$ cat src/rtl/four_bit_div.sv
// Sequential 8-by-4 unsigned restoring divider: one subtract/shift step per cycle
// behind a start/done handshake. Divide-by-zero and quotient overflow are flagged.
module four_bit_div (
  input  logic       clk,
  input  logic       rst,
  input  logic       start,
  input  logic [7:0] dividend,
  input  logic [3:0] divisor,
  output logic       busy,
  output logic       done,
  output logic [3:0] quotient,
  output logic [3:0] remainder,
  output logic       div_by_zero,
  output logic       overflow
);

  typedef enum logic [1:0] {IDLE, CALC, DONE} state_t;

  state_t     state_q, state_d;
  logic [3:0] r_q, r_d;
  logic [3:0] q_q, q_d;
  logic [3:0] dvs_q, dvs_d;
  logic [1:0] cnt_q, cnt_d;
  logic       busy_q, busy_d;
  logic       done_q, done_d;
  logic [3:0] quot_q, quot_d;
  logic [3:0] rem_q, rem_d;
  logic       dbz_q, dbz_d;
  logic       ovf_q, ovf_d;
  logic [4:0] trial;
  logic [4:0] diff;

  always_comb begin
    state_d = state_q;
    r_d     = r_q;
    q_d     = q_q;
    dvs_d   = dvs_q;
    cnt_d   = cnt_q;
    busy_d  = 1'b0;
    done_d  = 1'b0;
    quot_d  = quot_q;
    rem_d   = rem_q;
    dbz_d   = dbz_q;
    ovf_d   = ovf_q;
    // R < divisor before each step, so diff[4] alone tells whether T >= divisor
    trial   = {r_q, q_q[3]};
    diff    = trial - {1'b0, dvs_q};

    case (state_q)
      IDLE: begin
        if (start) begin
          dvs_d = divisor;
          r_d   = dividend[7:4];
          q_d   = dividend[3:0];
          cnt_d = 2'd0;
          if (divisor == 4'd0) begin
            state_d = DONE;
            done_d  = 1'b1;
            dbz_d   = 1'b1;
            ovf_d   = 1'b0;
            quot_d  = 4'hF;
            rem_d   = 4'h0;
          end else if (dividend[7:4] >= divisor) begin
            state_d = DONE;
            done_d  = 1'b1;
            dbz_d   = 1'b0;
            ovf_d   = 1'b1;
            quot_d  = 4'hF;
            rem_d   = 4'h0;
          end else begin
            state_d = CALC;
            busy_d  = 1'b1;
          end
        end
      end
      CALC: begin
        if (!diff[4]) begin
          r_d = diff[3:0];
          q_d = {q_q[2:0], 1'b1};
        end else begin
          r_d = trial[3:0];
          q_d = {q_q[2:0], 1'b0};
        end
        cnt_d = cnt_q + 2'd1;
        if (cnt_q == 2'd3) begin
          state_d = DONE;
          done_d  = 1'b1;
          quot_d  = q_d;
          rem_d   = r_d;
          dbz_d   = 1'b0;
          ovf_d   = 1'b0;
        end else begin
          busy_d = 1'b1;
        end
      end
      DONE:    state_d = IDLE;
      default: state_d = IDLE;
    endcase
  end

  always_ff @(posedge clk) begin
    if (rst) begin
      state_q <= IDLE;
      r_q     <= 4'd0;
      q_q     <= 4'd0;
      dvs_q   <= 4'd0;
      cnt_q   <= 2'd0;
      busy_q  <= 1'b0;
      done_q  <= 1'b0;
      quot_q  <= 4'd0;
      rem_q   <= 4'd0;
      dbz_q   <= 1'b0;
      ovf_q   <= 1'b0;
    end else begin
      state_q <= state_d;
      r_q     <= r_d;
      q_q     <= q_d;
      dvs_q   <= dvs_d;
      cnt_q   <= cnt_d;
      busy_q  <= busy_d;
      done_q  <= done_d;
      quot_q  <= quot_d;
      rem_q   <= rem_d;
      dbz_q   <= dbz_d;
      ovf_q   <= ovf_d;
    end
  end

  assign busy        = busy_q;
  assign done        = done_q;
  assign quotient    = quot_q;
  assign remainder   = rem_q;
  assign div_by_zero = dbz_q;
  assign overflow    = ovf_q;

endmodule
$ cat config.mk
export PLATFORM = sky130hd
export DESIGN_NAME = four_bit_div
export DESIGN_NICKNAME = d
export VERILOG_FILES = /design/src/rtl/four_bit_div.sv
export SDC_FILE = /design/constraint.sdc
export NUM_CORES = 1
export LEC_CHECK = 0
export ABC_AREA = 1
export BUFFER_PORTS_ARGS = -buffer_cell sky130_fd_sc_hd__buf_2
export CAP_MARGIN = 5
export CELL_PAD_IN_SITES_DETAIL_PLACEMENT = 1
export CELL_PAD_IN_SITES_GLOBAL_PLACEMENT = 1
export CORE_MARGIN = 5
export CORE_UTILIZATION = 40
export DETAILED_ROUTE_END_ITERATION = 8
export PLACE_DENSITY_LB_ADDON = 0.2
export SETUP_SLACK_MARGIN = 0.1
export SYNTH_ARGS = -nofsm -noshare
export SYNTH_HDL_FRONTEND = slang
export SYNTH_SLANG_ARGS = --single-unit
$ cat constraint.sdc
create_clock -name clk -period 2.32 [get_ports clk]
set_input_delay 0.232 -clock clk [delete_from_list [all_inputs] [get_ports clk]]
set_output_delay 0.232 -clock clk [all_outputs]
set_load 0.01 [all_outputs]
==> impl_metrics.ini <==
[yosys]
yosysWarnings = 0
synth_edf_count = 0
synth_area_leaders = dfxtp_1, nand2_1, ha_1, inv_1, nor2_1
synthFlopType = dfxtp_1
avgSynthCellArea_um2 = 7.36
yosysTopAreaCell = dfxtp_1
ys_ff_latch = 28
synth_common_cells = nand2_1, inv_1, nor2_1, dfxtp_1
synth_most_common_cell = nand2_1
async_flop_share = 0
syn_nets = 241
syn-cell-area_um2 = 1590
ys_types = 30
synth-seq-area-share = 0.352
synth_top_cell_area_share = 0.352
syn_inst = 216

[setup_path]
reg2reg_slack_ps = 380
crit_family = simple AND/OR/NAND/NOR gates
slowest_stage = fa_1
cp.depth = 12
path_buf_inv = 2
ff2ff_path_depth = 12
worst-setup-path-type = flip-flop to flip-flop
critical_path.startpoint_type = flip-flop
end_kind = flip-flop
r2r-start = q_q[3]
crit_required_ps = 2540
r2r_end = remainder[0]
cp_max_fo = 6
worstPathArrival_ps = 2170
critPathMaxStageDelay_ps = 410
crit_chain = inv_1, ha_1, fa_1, inv_1, nand3_1, nand2_1, nand2_2, nand2_2, nand3b_1, nand2_1, nor2_1, nor2_1

[global_route]
grt_overflow = 0
grt_use_total = 0.172
grt_antenna_before_repair = 0
grt_max_degree = 17
grt_pass1_vias = 1576
grt_pass1_wl_mm = 7.15

[floorplanning]
initial_core_util = 0.406
io_pins = 27
floorplan.die_area_um2 = 5340
die_x_um = 73.1
fp.dieH_um = 73.1
row_count = 23
coreArea_um2 = 3910

[route]
ant_nets = 0
drt_iter0_drc = 81
drc = 0
vias = 1458
wl_per_cell_um = 13.9
drt-pass1-iter-count = 4
vias_per_cell = 4.98
routed_wl_mm = 4.08

[sta]
max_freq_mhz = 514
rsz0062_at_grt = false
setup-violations-final = 0
finalClockSkew_ps = 1.28
worst_pin_slew_ps = 479
period_share = 0.838
worst_slack_ps = 375
finalHoldViolCount = 0
slew_headroom = 0.680
min_period_ps = 1940
fin_tns_setup_ps = 0
report.final.slew_viol_count = 0

[cts]
cts_root_buffer = clkbuf_8
cts_max_level = 1
cts_buffers = 3
clk_latency_ps = 280
cts_tree = built
cts_setup_buffers = 0
cts_resized = 0
clkSinkCount = 28
cts_max_path_buffers = 2
ctsHoldBuffers = 0
clkSlewWorstSetupHoldPaths_ps = 100

[final_layout]
diodes = 0
drive_gt1_frac = 0.226
nets = 269
n_fill_cell = 539
syn_to_final_growth_pct = 15.3

[power_and_ir_drop]
combPwrFrac = 0.320
total_leakage_power_nw = 0.941
peakVddDrop_v = 0.000326
netSwitchingPower_mw = 0.503
power.density_nw_per_um2 = 786
p_seq_frac = 0.405
swShare = 0.349
p_int_mw = 0.937
clkPwrFrac = 0.275

[placed_design]
dp_hpwl_mm = 3.28
portBuffers = 26
dp_slack_ps = 354
gp_congestion = 0.784

[hold_path]
hold_path_depth = 3
worstHoldStart = divisor[1]
whs_endpoint = dvs_q[1]
hold_class = primary input to flip-flop

[outcome]
status = finished clean

[job]
maxCapViolCount = 0
[worst max path at each step]
stage | slack, ps | startpoint | to
3_3_place_gp | 470 | q_q[3] | remainder[0]
3_5_place_dp | 350 | q_q[3] | remainder[0]
6_report | 380 | q_q[3] | remainder[0]
4_1_cts | 320 | q_q[3] | remainder[0]
2_1_floorplan | 590 | q_q[3] | r_q[0]
5_1_grt | 160 | q_q[3] | remainder[0]
[state kept, by name, summed over array words and instances, names as in the netlist]
signal,count
dvs_q,4
q_q,4
quotient,4
r_q,4
remainder,4
cnt_q,2
state_q,2
busy,1
div_by_zero,1
done,1
overflow,1
[worst register-to-register path: cells and delay by family (launching register included)]
kind                       cells  cell delay [ps]
and+or+nand+nor                8              760
adders and majority gates      2              630
DFF                            1              360
buffers and inverters          2              120
[power groups by stage]
stage | Combinational, mW | Clock [mW] | Sequential (mW)
final | 0.461 | 0.396 | 0.583
after global routing | 0.531 | 0.421 | 0.592
after CTS | 0.470 | 0.409 | 0.584
after detailed placement | 0.466 | 0 | 0.595
after global placement | 0.457 | 0 | 0.594
after floorplan | 0.338 | 0 | 0.595
[area by class of cell]
cell class	instances	area, um^2	area share
Clock inverter	1	30.0	0.0164
Inverter	34	133	0.0724
Timing Repair Buffer	27	138	0.0751
Sequential cell	28	562	0.306
Clock buffer	3	41.3	0.0225
Multi-Input combinational cell	150	867	0.473
Tap cell	50	62.6	0.0341
[logic make-up (layout without fill, tap and decap cells)]
group                      Yosys count  count (layout)  synth area share
buffers and inverters               38              65             0.102
AOI/OAI and AO/OA                   33              33             0.140
adders and majority gates           10              10            0.0834
and+or+nand+nor                    106             106             0.316
DFF                                 28              28             0.352
xor gates and xnor gates             1               1           0.00551
[placed cells by master, fill, tap and decap left out, types with 2 or more instances in the layout]
| master | instances |
|---|---|
| nand2_1 | 42 |
| inv_1 | 29 |
| nor2_1 | 29 |
| dfxtp_1 | 27 |
| buf_2 | 26 |
| nand3_1 | 13 |
| a21oi_1 | 13 |
| ha_1 | 9 |
| nand4_1 | 8 |
| o21ai_0 | 5 |
| nand2_2 | 4 |
| o21ai_1 | 4 |
| o31ai_1 | 4 |
| inv_2 | 3 |
| nor2_2 | 3 |
| a311oi_2 | 3 |
| clkbuf_8 | 3 |
| inv_4 | 2 |
| a21oi_2 | 2 |
| nand3_2 | 2 |
| nand3b_1 | 2 |
[metrics by stage]
step           instances  hold slack, ps  utilization  area [um^2]  total power [mW]
2_1_floorplan        216             367            -         1590             0.933
3_3_place_gp         289             446        0.450         1760              1.05
3_5_place_dp         289             461        0.450         1760              1.06
4_1_cts              293             220        0.468         1830              1.46
5_1_grt              293             242        0.468         1830              1.54
6_report             293             221        0.468         1830              1.44
[layer usage]
| metal | wire length, um | track usage | vias up |
|---|---|---|---|
| met5 | 0 | 0 | - |
| met3 | 130 | 0.0234 | 7 |
| li1 | - | - | 758 |
| met1 | 1950 | 0.220 | 670 |
| met4 | 59 | 0.0512 | 0 |
| met2 | 1950 | 0.296 | 23 |
(Power assumes the default switching activity.)
